File: config.mk
export PLATFORM = sky130hd
export DESIGN_NAME = fifo_pixel_reader
export DESIGN_NICKNAME = d
export VERILOG_FILES = /design/src/rtl/fifo_pixel_reader.sv
export SDC_FILE = /design/constraint.sdc
export NUM_CORES = 1
export LEC_CHECK = 0
export ABC_AREA = 1
export BUFFER_PORTS_ARGS = -buffer_cell sky130_fd_sc_hd__buf_4
export CAP_MARGIN = 5
export CORE_MARGIN = 5
export CORE_UTILIZATION = 40
export DETAILED_ROUTE_END_ITERATION = 7
export GPL_ROUTABILITY_DRIVEN = 0
export REMOVE_ABC_BUFFERS = 1
export SYNTH_ARGS = -nofsm -noshare
export SYNTH_HDL_FRONTEND = slang
export SYNTH_SLANG_ARGS = --single-unit
File: constraint.sdc
create_clock -name rd_clk -period 3.85 [get_ports rd_clk]
set_input_delay 0.77 -clock rd_clk [delete_from_list [all_inputs] [get_ports rd_clk]]
set_output_delay 0.77 -clock rd_clk [all_outputs]
set_load 0.01 [all_outputs]
File: src/rtl/fifo_pixel_reader.sv
// Read-side controller for the pixel async FIFO: drains one IMG_W*IMG_H frame
// per start pulse into a valid/ready stream with sof/eol/eof markers.
`timescale 1ns/1ps
module fifo_pixel_reader #(
    parameter int DATA_W = 8,
    parameter int IMG_W  = 640,
    parameter int IMG_H  = 480
) (
    input  logic              rd_clk,
    input  logic              rst_n,
    input  logic              start,
    input  logic [DATA_W-1:0] fifo_dout,
    input  logic              fifo_empty,
    input  logic              fifo_rst_busy,
    output logic              fifo_rd_en,
    output logic [DATA_W-1:0] m_data,
    output logic              m_valid,
    input  logic              m_ready,
    output logic              m_sof,
    output logic              m_eol,
    output logic              m_eof,
    output logic              busy,
    output logic              frame_done
);

    localparam int NPIX = IMG_W * IMG_H;
    localparam int NW   = $clog2(NPIX + 1);
    localparam int CW   = (IMG_W > 1) ? $clog2(IMG_W) : 1;
    localparam int RW   = (IMG_H > 1) ? $clog2(IMG_H) : 1;

    localparam logic [NW-1:0] LAST_ISSUE = NW'(NPIX - 1);
    localparam logic [CW-1:0] COL_LAST   = CW'(IMG_W - 1);
    localparam logic [RW-1:0] ROW_LAST   = RW'(IMG_H - 1);

    typedef enum logic [1:0] {IDLE, RUN, DRAIN} state_t;

    typedef struct packed {
        logic [DATA_W-1:0] data;
        logic              sof;
        logic              eol;
        logic              eof;
    } entry_t;

    state_t          state_q, state_d;
    logic [NW-1:0]   issued_q, issued_d;
    logic [CW-1:0]   col_q, col_d;
    logic [RW-1:0]   row_q, row_d;
    logic            inflight_q;
    logic [1:0]      occ_q, occ_d;
    entry_t          skid_q [2];
    entry_t          skid_d [2];
    entry_t          cap;
    logic            push, pop;
    logic [2:0]      load;

    assign m_valid = (occ_q != 2'd0);
    assign pop     = m_valid & m_ready;
    assign push    = inflight_q;
    assign m_data  = skid_q[0].data;
    assign m_sof   = m_valid & skid_q[0].sof;
    assign m_eol   = m_valid & skid_q[0].eol;
    assign m_eof   = m_valid & skid_q[0].eof;

    // Occupancy is taken after this cycle's pop so a full-rate stream never bubbles.
    assign load = {1'b0, occ_q} + {2'b00, inflight_q} - {2'b00, pop};

    always_ff @(posedge rd_clk or negedge rst_n) begin
        if (!rst_n) state_q <= IDLE;
        else        state_q <= state_d;
    end

    always_comb begin
        state_d = state_q;
        case (state_q)
            IDLE:    if (start) state_d = RUN;
            RUN:     if (fifo_rd_en && issued_q == LAST_ISSUE) state_d = DRAIN;
            DRAIN:   if (pop && skid_q[0].eof) state_d = IDLE;
            default: state_d = IDLE;
        endcase
    end

    always_comb begin
        busy       = (state_q != IDLE);
        fifo_rd_en = (state_q == RUN) && !fifo_empty && !fifo_rst_busy && (load < 3'd2);
        frame_done = (state_q == DRAIN) && pop && skid_q[0].eof;
    end

    always_comb begin
        issued_d = (state_q == IDLE) ? '0 : issued_q + NW'(fifo_rd_en);
        col_d    = col_q;
        row_d    = row_q;
        if (push) begin
            if (col_q == COL_LAST) begin
                col_d = '0;
                row_d = (row_q == ROW_LAST) ? '0 : row_q + RW'(1);
            end else begin
                col_d = col_q + CW'(1);
            end
        end

        cap.data = fifo_dout;
        cap.sof  = (col_q == '0) && (row_q == '0);
        cap.eol  = (col_q == COL_LAST);
        cap.eof  = (col_q == COL_LAST) && (row_q == ROW_LAST);

        skid_d[0] = skid_q[0];
        skid_d[1] = skid_q[1];
        occ_d     = occ_q;
        case ({push, pop})
            2'b10: begin
                skid_d[occ_q[0]] = cap;
                occ_d            = occ_q + 2'd1;
            end
            2'b01: begin
                skid_d[0] = skid_q[1];
                occ_d     = occ_q - 2'd1;
            end
            2'b11: begin
                if (occ_q == 2'd2) begin
                    skid_d[0] = skid_q[1];
                    skid_d[1] = cap;
                end else begin
                    skid_d[0] = cap;
                end
            end
            default: ;
        endcase
    end

    always_ff @(posedge rd_clk or negedge rst_n) begin
        if (!rst_n) begin
            issued_q   <= '0;
            col_q      <= '0;
            row_q      <= '0;
            inflight_q <= 1'b0;
            occ_q      <= '0;
            skid_q[0]  <= '0;
            skid_q[1]  <= '0;
        end else begin
            issued_q   <= issued_d;
            col_q      <= col_d;
            row_q      <= row_d;
            inflight_q <= fifo_rd_en;
            occ_q      <= occ_d;
            skid_q[0]  <= skid_d[0];
            skid_q[1]  <= skid_d[1];
        end
    end

endmodule

==> results.md <==
- Status: completed
- Max FO, Critical Path: 7
- Top FF cell, synth: dfrtp_1
- Sum Neg Setup Slack: 0 ns
- Vias in the first global route: 3,102
- Synth area leader: dfrtp_1
- DR pass1 iterations: 4
- Switch share: 36.79%
- Post-Syn Area: 3822 sq um
- Combinational group share of total power: between 30% and 40%
- Critical path's top delay family: flip-flops
- Min Hold Slack: between 0.4 and 0.5 ns
- Finished Core Util: 46.27%
- Post-Route WL: 7862 um
- Fmax: about 0.33 GHz
- Seq/Total Area, Yosys: between 40 and 50%
- DRC errors left: 0
- Placed Instances: ~640
- Hold Path Class: flop to flop
- Clock-pin slew on the worst setup and hold paths: 0.08 ns
- Flop pwr share: 39.9%
- Count of nets after finishing: between 500 and 600
- Setup ws final: roughly 0.85 ns
- CP cell instances: inv_2 -> nand2_1 -> nand3_2 -> fa_1 -> nand3_1 -> nor2_1 -> buf_4
- Top Ports: 29
- Top cell type's share of synthesized area: 42.55%
- Relative slew margins: between 40 and 50%
- Mapped Cells: 496
- Critical path's largest stage delay: 0.54 ns
- Slew Viols, Final: 0
- Detailed Place HPWL: 5706 um
- Antenna diode count: 0
- H-tree depth: 3
- Crit path required time: 3.08 ns
- Final ANT Viol Nets: 0
- CTS Hold Bufs: 0
- Crit path buffers/inverters: 2
- Internal: 0.001490 W
- P_sw: 0.0008675 W
- Final Hold Vio Count: 0
- Post-synth EDFFs: 0
- Commonest cells in the netlist: 134 x nand2_1, 65 x dfrtp_1, 63 x inv_1, 60 x nor2_1, 42 x nand3_1
- Cts bufs inserted: 9
- Power Density: 548.9 nW/um^2
- Initial antenna violation count: 0
- Ys async rst share: 100.0%
- Worst-skew pair later-pin latency: roughly 0.35 ns
- Share of layout cells above drive strength 1: 18.13%
- FF+latch count, synth: 65
- CP Class: flop to output pin
- Final min period: 2.998 ns
- Core area: 9284 sq um
- CTS tree: yes
- Post-cts resize count: 0
- Setup WS pre-CTS: 0.6084 ns
- Largest net degree at the start of global routing: 66
- Syn Area/Cell: about 7.7 sq um
- RSZ-0062 raised after global routing: false
- Wire per inst: 12.04 um
- Max cap viols: 0
- Starting Density: 41.17%
- Root Buffer: clkbuf_8
- CTS max path bufs: 2
- Die area: 11,610 sq um
- Clock Skew: 0.01161 ns
- Worst setup EP type: output pin
- Leakage: ~2.2 nW
- DR vias/cell: around 4.7
- Placement Rows: 35
- Worst setup SP type: flop
- Grt total ovfl: 0
- Worst vdd ir: 0.0003453 V
- Synth unique cells: 40
- Synth Warn #: 0
- Slew @ Worst Pin: between 0.8 and 0.9 ns
- Area grow syn2layout: 12.37%
- First-pass GRT wire length: 14,200 um
- Die height: 107.8 um
- Die Wd: roughly 110 um
- Period utilisation layout: 77.87%
- Sink Count: 65
- Via count: 3,065
- Crit path max-delay cell type: dfrtp_1
- CP arrival: 2.23 ns
- Postcts setup bufs: 0
- Count leader, synth: nand2_1
- Setup Viol. Count Final: 0
- Port bufs: 28
- Iter 0 DRT Violations: 111
- GRT Total Usage: 15.19%
- Largest cells by area after synthesis: dfrtp_1 43%, nand2_1 13%, inv_1 6.2%
- Part of the power in the clock network: 28.5%
- Non-Filler Instances: 653
==> cells in the final DEF (no fill, tap or decap), types with 9 or more instances in the layout <==
master and instances:
clkbuf_8 9, nand2_2 10, a21oi_1 12, o21ai_0 16
dfrtp_1 65, nand3_1 42, buf_4 30, nor2_4 10
nor2_1 60, inv_1 63, nand2_1 134
==> through the flow <==
| step | area [sq um] | total power (W) |
|---|---|---|
| global route | 4295 | 0.002545 |
| detailed placement | 4069 | 0.001709 |
| floorplan | 3682 | 0.001407 |
| CTS | 4295 | 0.002397 |
| finish | 4295 | 0.002358 |
| global placement | 4069 | 0.001681 |
==> tightest hold or removal path: stages (launching register included) <==
cell	delay, ns
dfrtp_1	0.35
nand2_1	0.05
nand2_1	0.05
==> metal layers <==
metal / part of all wire [%] / track usage (%) / routed length, um
met2: 46 / 23.98 / 3649
met3: 4.0 / 3.839 / 317
met5: 0 / 0 / 0
met4: 1.4 / 5.771 / 113
met1: 48 / 20.02 / 3781
==> flip-flops by register name, indices dropped and copies added (netlist names) <==
name / flops
issued_q: 19
col_q: 10
occ_q: 2
state_q: 2
inflight_q: 1
skid_q: 14
row_q: 9
m_data: 8
==> power groups by stage <==
stage          logic [W]  clock network (W)  registers [W]
5_1_grt         0.000856           0.000726       0.000963
2_1_floorplan   0.000448                  0       0.000958
3_5_place_dp    0.000759                  0       0.000950
6_report        0.000744           0.000672       0.000941
3_3_place_gp    0.000735                  0       0.000945
4_1_cts         0.000762           0.000695       0.000940
==> kinds of logic (layout without fill, tap and decap cells) <==
kind of cell / Yosys count / after routing / share of synthesized area, %
XOR/XNOR: 9 / 9 / 2.062
adder cells (fa/ha/maj): 7 / 7 / 2.488
AO/OA/AOI/OAI: 44 / 44 / 6.646
flip-flops: 65 / 65 / 42.55
AND/OR/NAND/NOR: 282 / 282 / 35.58
buffers and inverters: 89 / 117 / 10.67
==> cell type report <==
class,count,area (sq um)
fillers,950,4989
inverters,71,267.8
clock buffers,9,123.9
multi-input cells,342,1788
clock inverters,7,102.6
flip-flops and latches,65,1627
well taps,129,161.4
repair buffers,30,225.2
==> worst paths after layout <==
| kind | startpoint | to | slack, ns | cells past startpoint |
|---|---|---|---|---|
| max | occ_q[0]$_DFFE_PN0P_ | fifo_rd_en | 0.85 | 7 |
| min | skid_q[3]$_DFFE_PN0P_ | skid_q[3]$_DFFE_PN0P_ | 0.49 | 2 |
| max reg2reg | occ_q[0]$_DFFE_PN0P_ | issued_q[18]$_DFF_PN0_ | 0.94 | 15 |
| min reg2reg | skid_q[3]$_DFFE_PN0P_ | skid_q[3]$_DFFE_PN0P_ | 0.49 | 2 |
| max in group asynchronous | rst_n | skid_q[1]$_DFFE_PN0P_ | 2.78 | 1 |
| min in group asynchronous | rst_n | col_q[4]$_DFFE_PN0P_ | 0.52 | 1 |
Power figures use the tool's default switching activity.
